**config.mk**
```make
export PLATFORM = sky130hd
export DESIGN_NAME = dtw_pe_pipe
export DESIGN_NICKNAME = d
export VERILOG_FILES = /design/src/rtl/dtw_pkg.sv /design/src/rtl/dtw_local_cost.sv /design/src/rtl/dtw_pe_pipe.sv
export SDC_FILE = /design/constraint.sdc
export NUM_CORES = 1
export LEC_CHECK = 0
export BUFFER_PORTS_ARGS = -buffer_cell sky130_fd_sc_hd__buf_4
export CAP_MARGIN = 30
export CELL_PAD_IN_SITES_DETAIL_PLACEMENT = 0
export CELL_PAD_IN_SITES_GLOBAL_PLACEMENT = 1
export CORE_UTILIZATION = 25
export CTS_BUF_LIST = sky130_fd_sc_hd__clkbuf_8 sky130_fd_sc_hd__clkbuf_16
export CTS_CLUSTER_SIZE = 20
export DETAILED_ROUTE_END_ITERATION = 10
export GPL_ROUTABILITY_DRIVEN = 0
export PLACE_DENSITY_LB_ADDON = 0.3
export SKIP_CTS_REPAIR_TIMING = 1
export SYNTH_ARGS = -nofsm -noshare
export SYNTH_HDL_FRONTEND = slang
export SYNTH_SLANG_ARGS = --single-unit
```
**constraint.sdc**
```tcl
create_clock -name clk -period 7.1 [get_ports clk]
set_input_delay 0.355 -clock clk [delete_from_list [all_inputs] [get_ports clk]]
set_output_delay 0.355 -clock clk [all_outputs]
set_load 0.01 [all_outputs]
```
**src/rtl/dtw_pkg.sv**
```systemverilog
// Shared definitions for the DTW processing element: back-pointer encodings,
// distance-mode encodings and the local-cost width helper.
package dtw_pkg;

  typedef enum logic [1:0] {
    PATH_ORIG = 2'b00,
    PATH_LEFT = 2'b01,
    PATH_UP   = 2'b10,
    PATH_DIAG = 2'b11
  } path_e;

  localparam logic MODE_L1 = 1'b0;
  localparam logic MODE_L2 = 1'b1;

  // Width of the channel sum: one squared (FW+1)-bit difference plus
  // headroom for adding NCH of them without wrap.
  function automatic int lw_f(input int nch, input int fw);
    return 2 * fw + 1 + $clog2(nch);
  endfunction

endpackage

```
**src/rtl/dtw_local_cost.sv**
```systemverilog
// Combinational local cost between a test and a reference vector:
// sum of |r-t| (L1) or (r-t)^2 (squared L2) over NCH signed channels.
module dtw_local_cost
  import dtw_pkg::*;
#(
  parameter  int NCH = 3,
  parameter  int FW  = 10,
  localparam int LW  = lw_f(NCH, FW)
) (
  input  logic [NCH*FW-1:0] t_vec,
  input  logic [NCH*FW-1:0] r_vec,
  input  logic              mode,
  output logic [LW-1:0]     cost
);

  always_comb begin
    logic        [FW-1:0] w_t_ch;
    logic        [FW-1:0] w_r_ch;
    logic signed [FW:0]   w_diff;
    logic        [FW:0]   w_abs;
    logic signed [2*FW:0] w_sq;
    logic        [2*FW:0] w_term;
    // NOTE: every variable written here gets a value on every pass before it
    // is read, so the block stays purely combinational (no latch inferred).
    cost   = '0;
    w_t_ch = '0;
    w_r_ch = '0;
    w_diff = '0;
    w_abs  = '0;
    w_sq   = '0;
    w_term = '0;
    for (int c = 0; c < NCH; c++) begin
      w_t_ch = t_vec[(NCH-1-c)*FW +: FW];
      w_r_ch = r_vec[(NCH-1-c)*FW +: FW];
      // One extra bit so -2^(FW-1) vs 2^(FW-1)-1 cannot wrap.
      w_diff = $signed({w_r_ch[FW-1], w_r_ch}) - $signed({w_t_ch[FW-1], w_t_ch});
      w_abs  = w_diff[FW] ? $unsigned(-w_diff) : $unsigned(w_diff);
      w_sq   = (2*FW+1)'(w_diff) * (2*FW+1)'(w_diff);
      w_term = (mode == MODE_L2) ? $unsigned(w_sq) : (2*FW+1)'(w_abs);
      cost   = cost + LW'(w_term);
    end
  end

endmodule

```
**src/rtl/dtw_pe_pipe.sv**
```systemverilog
// Two-stage pipelined DTW processing element: local cost plus the minimum
// predecessor cost, with saturation, back-pointer and valid/ready flow control.
module dtw_pe_pipe
  import dtw_pkg::*;
#(
  parameter int NCH = 3,
  parameter int FW  = 10,
  parameter int DW  = 16,
  parameter int IW  = 5
) (
  input  logic              clk,
  input  logic              rst,
  input  logic              flush,
  input  logic              in_valid,
  output logic              in_ready,
  input  logic              mode,
  input  logic              first_row,
  input  logic              first_col,
  input  logic [NCH*FW-1:0] t_vec,
  input  logic [NCH*FW-1:0] r_vec,
  input  logic [IW-1:0]     t_idx,
  input  logic [IW-1:0]     r_idx,
  input  logic [DW-1:0]     d_diag,
  input  logic [DW-1:0]     d_up,
  input  logic [DW-1:0]     d_left,
  output logic              out_valid,
  input  logic              out_ready,
  output logic [DW-1:0]     d_out,
  output logic [1:0]        path_out,
  output logic [IW-1:0]     t_idx_out,
  output logic [IW-1:0]     r_idx_out,
  output logic              sat
);

  localparam int LW = lw_f(NCH, FW);
  localparam int SW = ((DW > LW) ? DW : LW) + 1;

  logic [LW-1:0] w_cost;
  logic [DW-1:0] w_min;
  path_e         w_path;
  logic          w_s1_adv;
  logic          w_s2_adv;
  logic [SW-1:0] w_sum;
  logic          w_over;

  logic          r_s1_v;
  logic [LW-1:0] r_s1_cost;
  logic [DW-1:0] r_s1_min;
  path_e         r_s1_path;
  logic [IW-1:0] r_s1_t_idx;
  logic [IW-1:0] r_s1_r_idx;

  logic          r_out_v;
  logic [DW-1:0] r_d_out;
  path_e         r_path;
  logic [IW-1:0] r_t_idx;
  logic [IW-1:0] r_r_idx;
  logic          r_sat;

  dtw_local_cost #(
    .NCH (NCH),
    .FW  (FW)
  ) u_local_cost (
    .t_vec (t_vec),
    .r_vec (r_vec),
    .mode  (mode),
    .cost  (w_cost)
  );

  // Ties resolve diag > up > left; edge cells only see the predecessors they have.
  always_comb begin
    w_min  = '0;
    w_path = PATH_ORIG;
    if (first_row && first_col) begin
      w_min  = '0;
      w_path = PATH_ORIG;
    end else if (first_row) begin
      w_min  = d_left;
      w_path = PATH_LEFT;
    end else if (first_col) begin
      w_min  = d_up;
      w_path = PATH_UP;
    end else if ((d_diag <= d_up) && (d_diag <= d_left)) begin
      w_min  = d_diag;
      w_path = PATH_DIAG;
    end else if (d_up <= d_left) begin
      w_min  = d_up;
      w_path = PATH_UP;
    end else begin
      w_min  = d_left;
      w_path = PATH_LEFT;
    end
  end

  assign w_s2_adv = ~r_out_v | out_ready;
  assign w_s1_adv = ~r_s1_v | w_s2_adv;
  assign in_ready = w_s1_adv;

  assign w_sum  = SW'(r_s1_min) + SW'(r_s1_cost);
  assign w_over = |w_sum[SW-1:DW];

  // NOTE: sequential state uses non-blocking (<=) so every flop samples the
  // pre-edge values no matter how the statements are ordered.
  always_ff @(posedge clk or posedge rst) begin
    if (rst) begin
      r_s1_v     <= 1'b0;
      r_s1_cost  <= '0;
      r_s1_min   <= '0;
      r_s1_path  <= PATH_ORIG;
      r_s1_t_idx <= '0;
      r_s1_r_idx <= '0;
    end else if (flush) begin
      r_s1_v <= 1'b0;
    end else if (w_s1_adv) begin
      r_s1_v <= in_valid;
      // NOTE: payload regs load only with a beat; the valid bit qualifies them,
      // so they need no clearing on flush.
      if (in_valid) begin
        r_s1_cost  <= w_cost;
        r_s1_min   <= w_min;
        r_s1_path  <= w_path;
        r_s1_t_idx <= t_idx;
        r_s1_r_idx <= r_idx;
      end
    end
  end

  always_ff @(posedge clk or posedge rst) begin
    if (rst) begin
      r_out_v <= 1'b0;
      r_d_out <= '0;
      r_path  <= PATH_ORIG;
      r_t_idx <= '0;
      r_r_idx <= '0;
      r_sat   <= 1'b0;
    end else if (flush) begin
      r_out_v <= 1'b0;
      r_d_out <= '0;
      r_path  <= PATH_ORIG;
      r_t_idx <= '0;
      r_r_idx <= '0;
      r_sat   <= 1'b0;
    end else if (w_s2_adv) begin
      r_out_v <= r_s1_v;
      if (r_s1_v) begin
        r_d_out <= w_over ? '1 : w_sum[DW-1:0];
        r_sat   <= w_over;
        r_path  <= r_s1_path;
        r_t_idx <= r_s1_t_idx;
        r_r_idx <= r_s1_r_idx;
      end
    end
  end

  assign out_valid = r_out_v;
  assign d_out     = r_d_out;
  assign path_out  = r_path;
  assign t_idx_out = r_t_idx;
  assign r_idx_out = r_r_idx;
  assign sat       = r_sat;

endmodule

```
=== Yosys cells after proc, flatten, opt, wreduce, memory -nomap -nowiden ===
Index checks and enable logic that the tools add are counted.

* Flip-flop bits (word level): 82
* Bits in latches: 0
* Bits in writable memories: 0
* Memory bits (read-only): 0
* Input bits: 126
* Output and inout bits: 31
* Word-level logic and storage cells: 76
* Memories: 0

* Add/subtract/negate cells: 9
* $mul: 3
* Div/mod/pow operators: 0
* Order comparisons: 3
* Equal/unequal tests: 0
* Shift operators: 0
* Multiplexer cells: 36
* Bitwise gates (word level): 5
* Reduce and logical (&&, ||, !) cells: 8

{| class="wikitable"
|+ Operator list
! cell !! number
|-
| $mux W16 || 9
|-
| $mul A11 B11 Y21 || 3
|-
| $mux W21 || 3
|-
| $le A16 B16 Y1 || 3
|-
| $mux W11 || 3
|-
| $neg A11 Y11 || 3
|-
| $sub A10 B10 Y11 || 3
|-
| $mux W5 || 6
|-
| $add A16 B23 Y24 || 1
|-
| $add A22 B21 Y23 || 1
|-
| $add A21 B21 Y22 || 1
|-
| $mux W2 || 8
|-
| $reduce_or A8 Y1 || 1
|-
| $mux W1 || 7
|-
| $reduce_bool A2 Y1 || 3
|-
| $not A1 Y1 || 3
|-
| $reduce_and A3 Y1 || 1
|-
| $logic_and A1 B1 Y1 || 2
|-
| $or A1 B1 Y1 || 2
|-
| $reduce_and A2 Y1 || 1
|}

=== Longest topological paths before layout ===
Gate-level depths: netlist of run 1.

* Depth in word-level cells: 6
* Mapped depth: 40

=== By module ===
A second synthesis of run 1 with hierarchy kept.

* Cells, all modules: 2585
* Area, all modules: 21992.3 um2

{| class="wikitable"
|+ Modules (own cells, without submodules)
! module !! times used !! cells each !! area each (um2) !! seq. area each (um2)
|-
| dtw_local_cost || 1 || 1949 || 16143.0 || 0.0
|-
| dtw_pe_pipe || 1 || 636 || 5849.4 || 2052.0
|}

=== Least setup slack after synthesis of run 1 ===
OpenSTA, ideal clock, no wires.

* Kind: input to register
* Start: input r_vec[0]
* End: register r_s1_cost[21]
* Arrival time: 8.277 ns
* Data required time: 6.966 ns
* Path slack: -1.310 ns
* Stages on the path: 36
* Buffers on the path: 1
* Cells stage by stage: inv_1 -> ha_1 -> inv_1 -> fa_1 -> a21o_1 -> a21oi_1 -> o21a_1 -> o21bai_1 -> a21oi_1 -> xnor2_1 -> inv_1 -> clkbuf_1 -> nor2_1 -> fa_1 -> fa_1 -> fa_1 -> fa_1 -> inv_1 -> fa_1 -> inv_1 -> ha_1 -> a2111o_1 -> o211a_1 -> o31ai_1 -> a21oi_1 -> xor2_1 -> nand2_1 -> fa_1 -> inv_1 -> ha_1 -> or2_2 -> a21oi_1 -> nor2b_1 -> o221ai_1 -> xnor2_1 -> o21ai_0

* Cells in the longest elaborated chain, start to end: 5

{| class="wikitable"
|+ RTL lines
! element !! RTL line !! RTL
|-
| start: declaration || dtw_pe_pipe.sv:20 || <nowiki>input logic [NCH*FW-1:0] r_vec,</nowiki>
|-
| $sub A10 B10 Y11 * || dtw_local_cost.sv:36 || <nowiki>w_diff = $signed({w_r_ch[FW-1], w_r_ch}) - $signed({w_t_ch[FW-1], w_t_ch});</nowiki>
|-
| parallel branches: the longest is 2 deep, another holds $mul A11 B11 Y21 || -- ||
|-
| $mux W21 * || dtw_local_cost.sv:39 || <nowiki>w_term = (mode == MODE_L2) ? $unsigned(w_sq) : (2*FW+1)'(w_abs);</nowiki>
|-
| $add A22 B21 Y23 * || dtw_local_cost.sv:40 || <nowiki>cost = cost + LW'(w_term);</nowiki>
|-
| end signal: assignment || dtw_pe_pipe.sv:119 || <nowiki>r_s1_cost <= w_cost;</nowiki>
|-
| end: declaration || dtw_pe_pipe.sv:47 || <nowiki>logic [LW-1:0] r_s1_cost;</nowiki>
|}

Every way passes the cells marked *.
A chain may end at the register's enable or synchronous reset.

=== Worst setup path in the final report of run 1 ===
* Start: input t_vec[11]
* End: register r_s1_cost[18]

* Cells in the longest elaborated chain, start to end: 6

{| class="wikitable"
|+ RTL lines
! element !! RTL line !! RTL
|-
| start: declaration || dtw_pe_pipe.sv:19 || <nowiki>input logic [NCH*FW-1:0] t_vec,</nowiki>
|-
| $sub A10 B10 Y11 * || dtw_local_cost.sv:36 ||
|-
| parallel branches: the longest is 2 deep, another holds $mul A11 B11 Y21 || -- ||
|-
| $mux W21 * || dtw_local_cost.sv:39 ||
|-
| $add A21 B21 Y22 * || dtw_local_cost.sv:40 ||
|-
| $add A22 B21 Y23 * || dtw_local_cost.sv:40 ||
|}

Marks and branches as above.

==> metrics, run 1 <==
Setup CP Type=input pin to register; vias in the first global route=18,600; most used cell, CP=fa_1; final worst setup slack=-0.661 ns; worst-margin pin slew=0.919 ns; Remaining Overflow, GRT=0; Mapped Nets=3,216; Row Count=106; WP buf/inv=9; maximum capacitance violations=0; layout cells sized above 1=27.2%; critical path peak fanout=6; failing checks=negative setup slack; first-pass GRT wire length=95,600 µm; Ys Warns=0; Avg Vias per Cell=4.25; Total GRT Usage=13.8%; final setup vio count=11; die area=86,300 µm²; Initial Util=25.3%; clk_skew=0.00938 ns; I/O pins=157; IO buf count=156; CTS tree=done; worst hold path type=input pin to register; reg2reg path depth=12; number of synthesized register bits=82; core region area=84,000 µm²; Slowest-stage cell, CP=fa_1; nets@finish=3,787; Tmin final=7.76 ns; Hold Crit Depth=3; EDFF count, synth=0; unrepaired setup endpoints after global routing=true; H-tree depth=3; CP Capture Type=register; Detailed Routing Iterations Pass 1=4; Iteration-0 DRC Markers=549; wire per inst=13.9 µm; vias post-DR=18,000; initial antenna violation count=0; synthesized instance count=2,523; drc violations=0; Netlist cell types=81; Synth Area per Inst=8.43 µm²; post-synth top area share=31.1%; Area Overhead vs Synth=33.6%; Worst-path clk slew=0.08 ns; max incr delay on CP=0.54 ns; startpoint types=input pin; final-report hold violation count=0; antenna cells=0; design area=28,400 µm²; final wirelength=58,600 µm; Synth Flop Type=dfrtp_1; status=complete, but fails checks; Die W=294 µm; Commonest cells post-synth=inv_1 (559), fa_1 (330), nand2_1 (246); Async SR Flop Fraction=100%; cell taking the most area after synthesis=fa_1; Worst EP arrival=8.02 ns; largest net degree at the start of global routing=67; hpwl dp=51,000 µm; DIE HEIGHT=294 µm; Cell Area, Placed=27,300 µm²; Critical Path RT=7.36 ns; total CTS buffers=9; CTS Sinks=82; crit share post-route=109%; Slew headroom=38.7%; synth top area cells=fa_1 (31%), ha_1 (14%), inv_1 (9.9%); CTS Buffer Depth=2; FMAX=0.129 GHz; insertion delay to the later sink of the worst-skew pair=0.37 ns; Crit path depth=34; root buffer cell=clkbuf_16; antenna violation net count after detailed routing=0; Top delay family on crit path=adder cells; Seq/Total Area, Yosys=9.65%; Synth Cell Area=21,300 µm²; final-report max-slew violation count=0; most frequent cell after synthesis=inv_1
[metal layers]
metal  vias to the layer above  global-route usage, %  routed length [µm]
met5                         -                      0                   0
met2                       206                   24.3               28900
met4                         0                   2.57                 791
met1                      8602                   18.4               27500
li1                       9154                      -                   -
met3                        31                   1.18                1410
[logic make-up (layout without fill, tap and decap cells)]
group           Yosys count  count (layout)  synth area share, %
flops                    82              82                 9.65
fa+ha+maj               567             567                 45.0
xor+xnor                142             142                 5.95
simple gates            645             645                 13.3
compound gates          415             415                 13.0
mux                      39              39                 1.84
buf+inv                 633            1209                 11.3
[through the flow]
step	hold slack, ns	setup TNS, ns	util [%]	cells	worst slack [ns]
2_1_floorplan	0.427	-5.73	-	2523	-0.891
4_1_cts	-0.0627	-8.77	32.9	4211	-0.991
3_5_place_dp	0.349	-14.48	32.6	4195	-1.41
3_3_place_gp	0.350	-13.55	32.5	4194	-1.33
6_report	0.169	-5.02	33.8	4233	-0.661
5_1_grt	0.174	-10.35	33.8	4233	-1.03
[area by class of cell]
type	instances	area, µm²
clock inverters	7	76.3
inverters	575	2180
well taps	1134	1420
multi-input cells	1808	17700
repair buffers	618	4730
clock buffers	9	225
flip-flops and latches	82	2050
fillers	9011	55500
[state kept, by name (all words and copies together), names as in the netlist, 2 cells and up]
signal,count
path_out,2
r_s1_t_idx,5
d_out,16
r_s1_r_idx,5
r_s1_min,16
t_idx_out,5
r_s1_cost,23
r_idx_out,5
r_s1_path,2
[layout by cell type, fill, tap and decap left out, types with 19 or more instances in the layout]
master | synthesis | layout
a21oi_1 | 113 | 87
ha_4 | 0 | 20
nand3_1 | 29 | 26
nand2_1 | 246 | 235
inv_2 | 6 | 32
fa_1 | 330 | 318
nor3_1 | 30 | 26
ha_1 | 237 | 214
inv_1 | 559 | 530
a21o_1 | 45 | 45
a21oi_2 | 3 | 27
buf_4 | 0 | 607
o21ai_0 | 86 | 63
o21a_1 | 20 | 20
nor2_1 | 228 | 214
dfrtp_1 | 82 | 82
xor2_1 | 32 | 30
o21ai_1 | 3 | 19
xnor2_1 | 107 | 97
mux2i_1 | 38 | 38
[worst register-to-register path: stages, from the launching register on]
cell	delay [ns]
dfrtp_1	0.40
ha_1	0.20
inv_1	0.07
fa_1	0.25
nor2b_4	0.06
o31a_4	0.30
o221ai_4	0.23
a211oi_2	0.13
o2111a_1	0.32
or4b_1	0.47
nand3_1	0.10
o311a_1	0.78
a211oi_1	0.18
[path summary, 6_finish.rpt]
| kind | startpoint | endpoint | slack (ns) |
|---|---|---|---|
| worst max-delay path | t_vec[11] | r_s1_cost[18]$_DFFE_PP0P_ | -0.66 |
| worst min-delay path | r_idx[1] | r_s1_r_idx[1]$_DFFE_PP0P_ | 0.17 |
| worst max register to register | r_s1_min[0]$_DFFE_PP0P_ | d_out[1]$_DFFE_PP0P_ | 3.45 |
| worst min register to register | r_s1_t_idx[2]$_DFFE_PP0P_ | r_s1_t_idx[2]$_DFFE_PP0P_ | 0.48 |
| max in group asynchronous | rst | r_s1_cost[0]$_DFFE_PP0P_ | 5.38 |
| min in group asynchronous | rst | r_s1_t_idx[4]$_DFFE_PP0P_ | 0.49 |
Power of run 1 is not shown: default switching activity piles up to over one toggle a cycle in this logic, so the estimate is an artifact.
==> inputs of run 2 (changes only) <==
- ABC_AREA: not set -> 1
==> run 2 against run 1 <==
Compared with the run above:
- the flow still finishes with violations (negative setup slack)
- area after synthesis is 4.4% higher
- register-to-register slack better by 1.0 ns
- sequential cell count stayed put
- design area up 6.8%
- non-clock buffer count grew 42
- worst hold slack worse by 0.17 ns
- clock-buffer cell count stayed put
- fmax up 5.0%
- critical path depth increased by 9
- setup slack improved by 0.37 ns
- core utilization is 0.87 points higher
- critical path type unchanged
- critical endpoint is now r_s1_cost[20]$_DFFE_PP0P_
==> metrics, run 2 <==
DIE HEIGHT=300 µm (was 294 µm); Area Overhead vs Synth=36.7% (was 33.6%); most frequent cells in the layout=inv_1 (668), buf_4 (639), nand2_1 (494) (was buf_4 (607), inv_1 (530), fa_1 (318)); Tmin final=7.39 ns (was 7.76 ns); Remaining Overflow, GRT=0 (unchanged); drc violations=0 (unchanged); die area=90,000 µm² (was 86,300 µm²); reg2reg path depth=17 (was 12); H-tree depth=3 (unchanged); Hold WS=0.000523 ns (was 0.169 ns); Mapped Nets=3,727 (was 3,216); worst flop-to-flop path startpoint=r_s1_min[0]$_DFFE_PP0P_ (unchanged); max incr delay on CP=0.55 ns (was 0.54 ns); unrepaired setup endpoints after global routing=true (unchanged); wire per inst=13.8 µm (was 13.9 µm); most used cell, CP=fa_1 (unchanged); hpwl dp=57,200 µm (was 51,000 µm); antenna violation net count after detailed routing=0 (unchanged); clk_skew=0.0152 ns (was 0.00938 ns); Ys Warns=0 (unchanged); Die W=300 µm (was 294 µm); max FFs per register=23 (unchanged); RR Endpoint=d_out[8]$_DFFE_PP0P_ (was d_out[1]$_DFFE_PP0P_); Row Count=108 (was 106); Slew headroom=45.5% (was 38.7%); insertion delay to the later sink of the worst-skew pair=0.36 ns (was 0.37 ns); Worst EP arrival=7.65 ns (was 8.02 ns); Synth Area in Adders=43.1% (was 45.0%); Top reg by flops=r_s1_cost (unchanged); initial antenna violation count=1 (was 0); I/O pins=157 (unchanged); main combinational cell family by area after synthesis=adder cells (unchanged); R2R Setup Slk=4.46 ns (was 3.45 ns); startpoint types=input pin (unchanged); final setup vio count=9 (was 11); Avg Vias per Cell=4.24 (was 4.25); simple-gate area share of the yosys netlist=20.5% (was 13.3%); EDFF count, synth=0 (unchanged); commonest non-fill, non-tap cell in the layout=inv_1 (was buf_4); Detailed Routing Iterations Pass 1=4 (unchanged); cell taking the most area after synthesis=fa_1 (unchanged); synthesized instance count=3,034 (was 2,523); post-synthesis mux area share=0% (was 1.84%); final wirelength=66,300 µm (was 58,600 µm); maximum capacitance violations=0 (unchanged); worst hold path type=input pin to asynchronous set/reset pin (was input pin to register); layout cells sized above 1=28.2% (was 27.2%); total CTS buffers=9 (unchanged); synth top area cells=fa_1 (30%), ha_1 (13%), inv_1 (12%) (was fa_1 (31%), ha_1 (14%), inv_1 (9.9%)); first-pass GRT wire length=108,000 µm (was 95,600 µm); Worst-path clk slew=0.07 ns (was 0.08 ns); Synth Area per Inst=7.32 µm² (was 8.43 µm²); largest net degree at the start of global routing=59 (was 67); Filler Cells Inserted=9,374 (was 9,011); Synth Flop Type=dfrtp_1 (unchanged); compound-gate portion of the synthesized area=10.6% (was 13.0%); IO buf count=156 (unchanged); Iteration-0 DRC Markers=757 (was 549); critical path peak fanout=6 (unchanged); number of synthesized register bits=82 (unchanged); nets@finish=4,335 (was 3,787); crit share post-route=104% (was 109%); Initial Util=25.4% (was 25.3%); failing checks=negative setup slack (unchanged); FMAX=0.135 GHz (was 0.129 GHz); final worst setup slack=-0.290 ns (was -0.661 ns); vias in the first global route=20,900 (was 18,600); vias post-DR=20,400 (was 18,000); Netlist cell types=53 (was 81); worst-margin pin slew=0.815 ns (was 0.919 ns); antenna cells=0 (unchanged); CP Capture Type=register (unchanged); CTS tree=done (unchanged); final-report max-slew violation count=0 (unchanged); Synth Cell Area=22,200 µm² (was 21,300 µm²); Critical Path RT=7.36 ns (about the same); most frequent cell after synthesis=inv_1 (unchanged); Setup CP Type=input pin to register (unchanged); Total GRT Usage=14.8% (was 13.8%); status=complete, but fails checks (unchanged); Commonest cells post-synth=inv_1 (718), nand2_1 (533), fa_1 (330) (was inv_1 (559), fa_1 (330), nand2_1 (246)); CTS Buffer Depth=2 (unchanged); post-synth top area share=29.7% (was 31.1%); xor and xnor fraction of the mapped netlist area=2.85% (was 5.95%); final-report hold violation count=0 (unchanged); root buffer cell=clkbuf_16 (unchanged); Slowest-stage cell, CP=fa_1 (unchanged); core region area=87,400 µm² (was 84,000 µm²); Seq/Total Area, Yosys=9.24% (was 9.65%); Async SR Flop Fraction=100% (unchanged); CTS Sinks=82 (unchanged)
==> run 2: worst max-delay path by stage <==
stage / cells after the start / slack, ns / end / start
after floorplan: 43 / -0.14 / r_s1_cost[22]$_DFFE_PP0P_ / r_vec[20]
after global placement: 42 / -0.84 / r_s1_cost[22]$_DFFE_PP0P_ / r_vec[20]
after detailed placement: 46 / -0.88 / r_s1_cost[22]$_DFFE_PP0P_ / r_vec[20]
after CTS: 46 / -0.51 / r_s1_cost[22]$_DFFE_PP0P_ / r_vec[20]
after global routing: 49 / -0.65 / r_s1_cost[22]$_DFFE_PP0P_ / r_vec[0]
final: 43 / -0.29 / r_s1_cost[20]$_DFFE_PP0P_ / r_vec[10]
==> run 2: cells by family (layout without fill, tap and decap cells) <==
group                    after synthesis  count (layout)
flip-flops                            82              82
AND/OR/NAND/NOR                     1092            1092
adder cells (fa/ha/maj)              567             567
XOR/XNOR                              68              68
buffers and inverters                795            1408
AO/OA/AOI/OAI                        430             430
==> run 2: per-stage QoR <==
step | TNS (ns) | util (%) | std cells | instance area [µm²] | worst slack, ns
6_report | -1.36 | 34.7 | 4802 | 30400 | -0.290
5_1_grt | -6.44 | 34.7 | 4802 | 30400 | -0.646
4_1_cts | -4.23 | 33.1 | 4764 | 28900 | -0.507
3_5_place_dp | -9.62 | 32.7 | 4748 | 28600 | -0.879
3_3_place_gp | -9.74 | 32.6 | 4746 | 28500 | -0.841
2_1_floorplan | -0.598 | - | 3034 | 22700 | -0.135
==> run 2: cell type report <==
| type | count | area (µm²) | share of cell area (%) |
|---|---|---|---|
| Inverter | 731 | 2790 | 9.18 |
| Sequential cell | 82 | 2050 | 6.76 |
| Clock buffer | 9 | 225 | 0.742 |
| Timing Repair Buffer | 660 | 5100 | 16.8 |
| Tap cell | 1155 | 1450 | 4.76 |
| Clock inverter | 7 | 130 | 0.429 |
| Timing Repair inverter | 1 | 8.76 | 0.0289 |
| Multi-Input combinational cell | 2157 | 18600 | 61.3 |
==> run 2: per-layer routing <==
| metal | track usage, % | routed length, µm | vias to the layer above |
|---|---|---|---|
| li1 | - | - | 10600 |
| met1 | 19.9 | 31600 | 9558 |
| met2 | 26.9 | 33200 | 185 |
| met3 | 0.593 | 960 | 36 |
| met4 | 1.86 | 579 | 2 |
| met5 | 0 | 17 | - |
==> run 2: critical path: cells and delay by family <==
family	cells	cell delay (ns)
AOI/OAI and AO/OA	6	0.72
adders and majority gates	10	4.08
buffers and inverters	13	1.10
and+or+nand+nor	14	1.39
Power of run 2 is left out for the same reason.
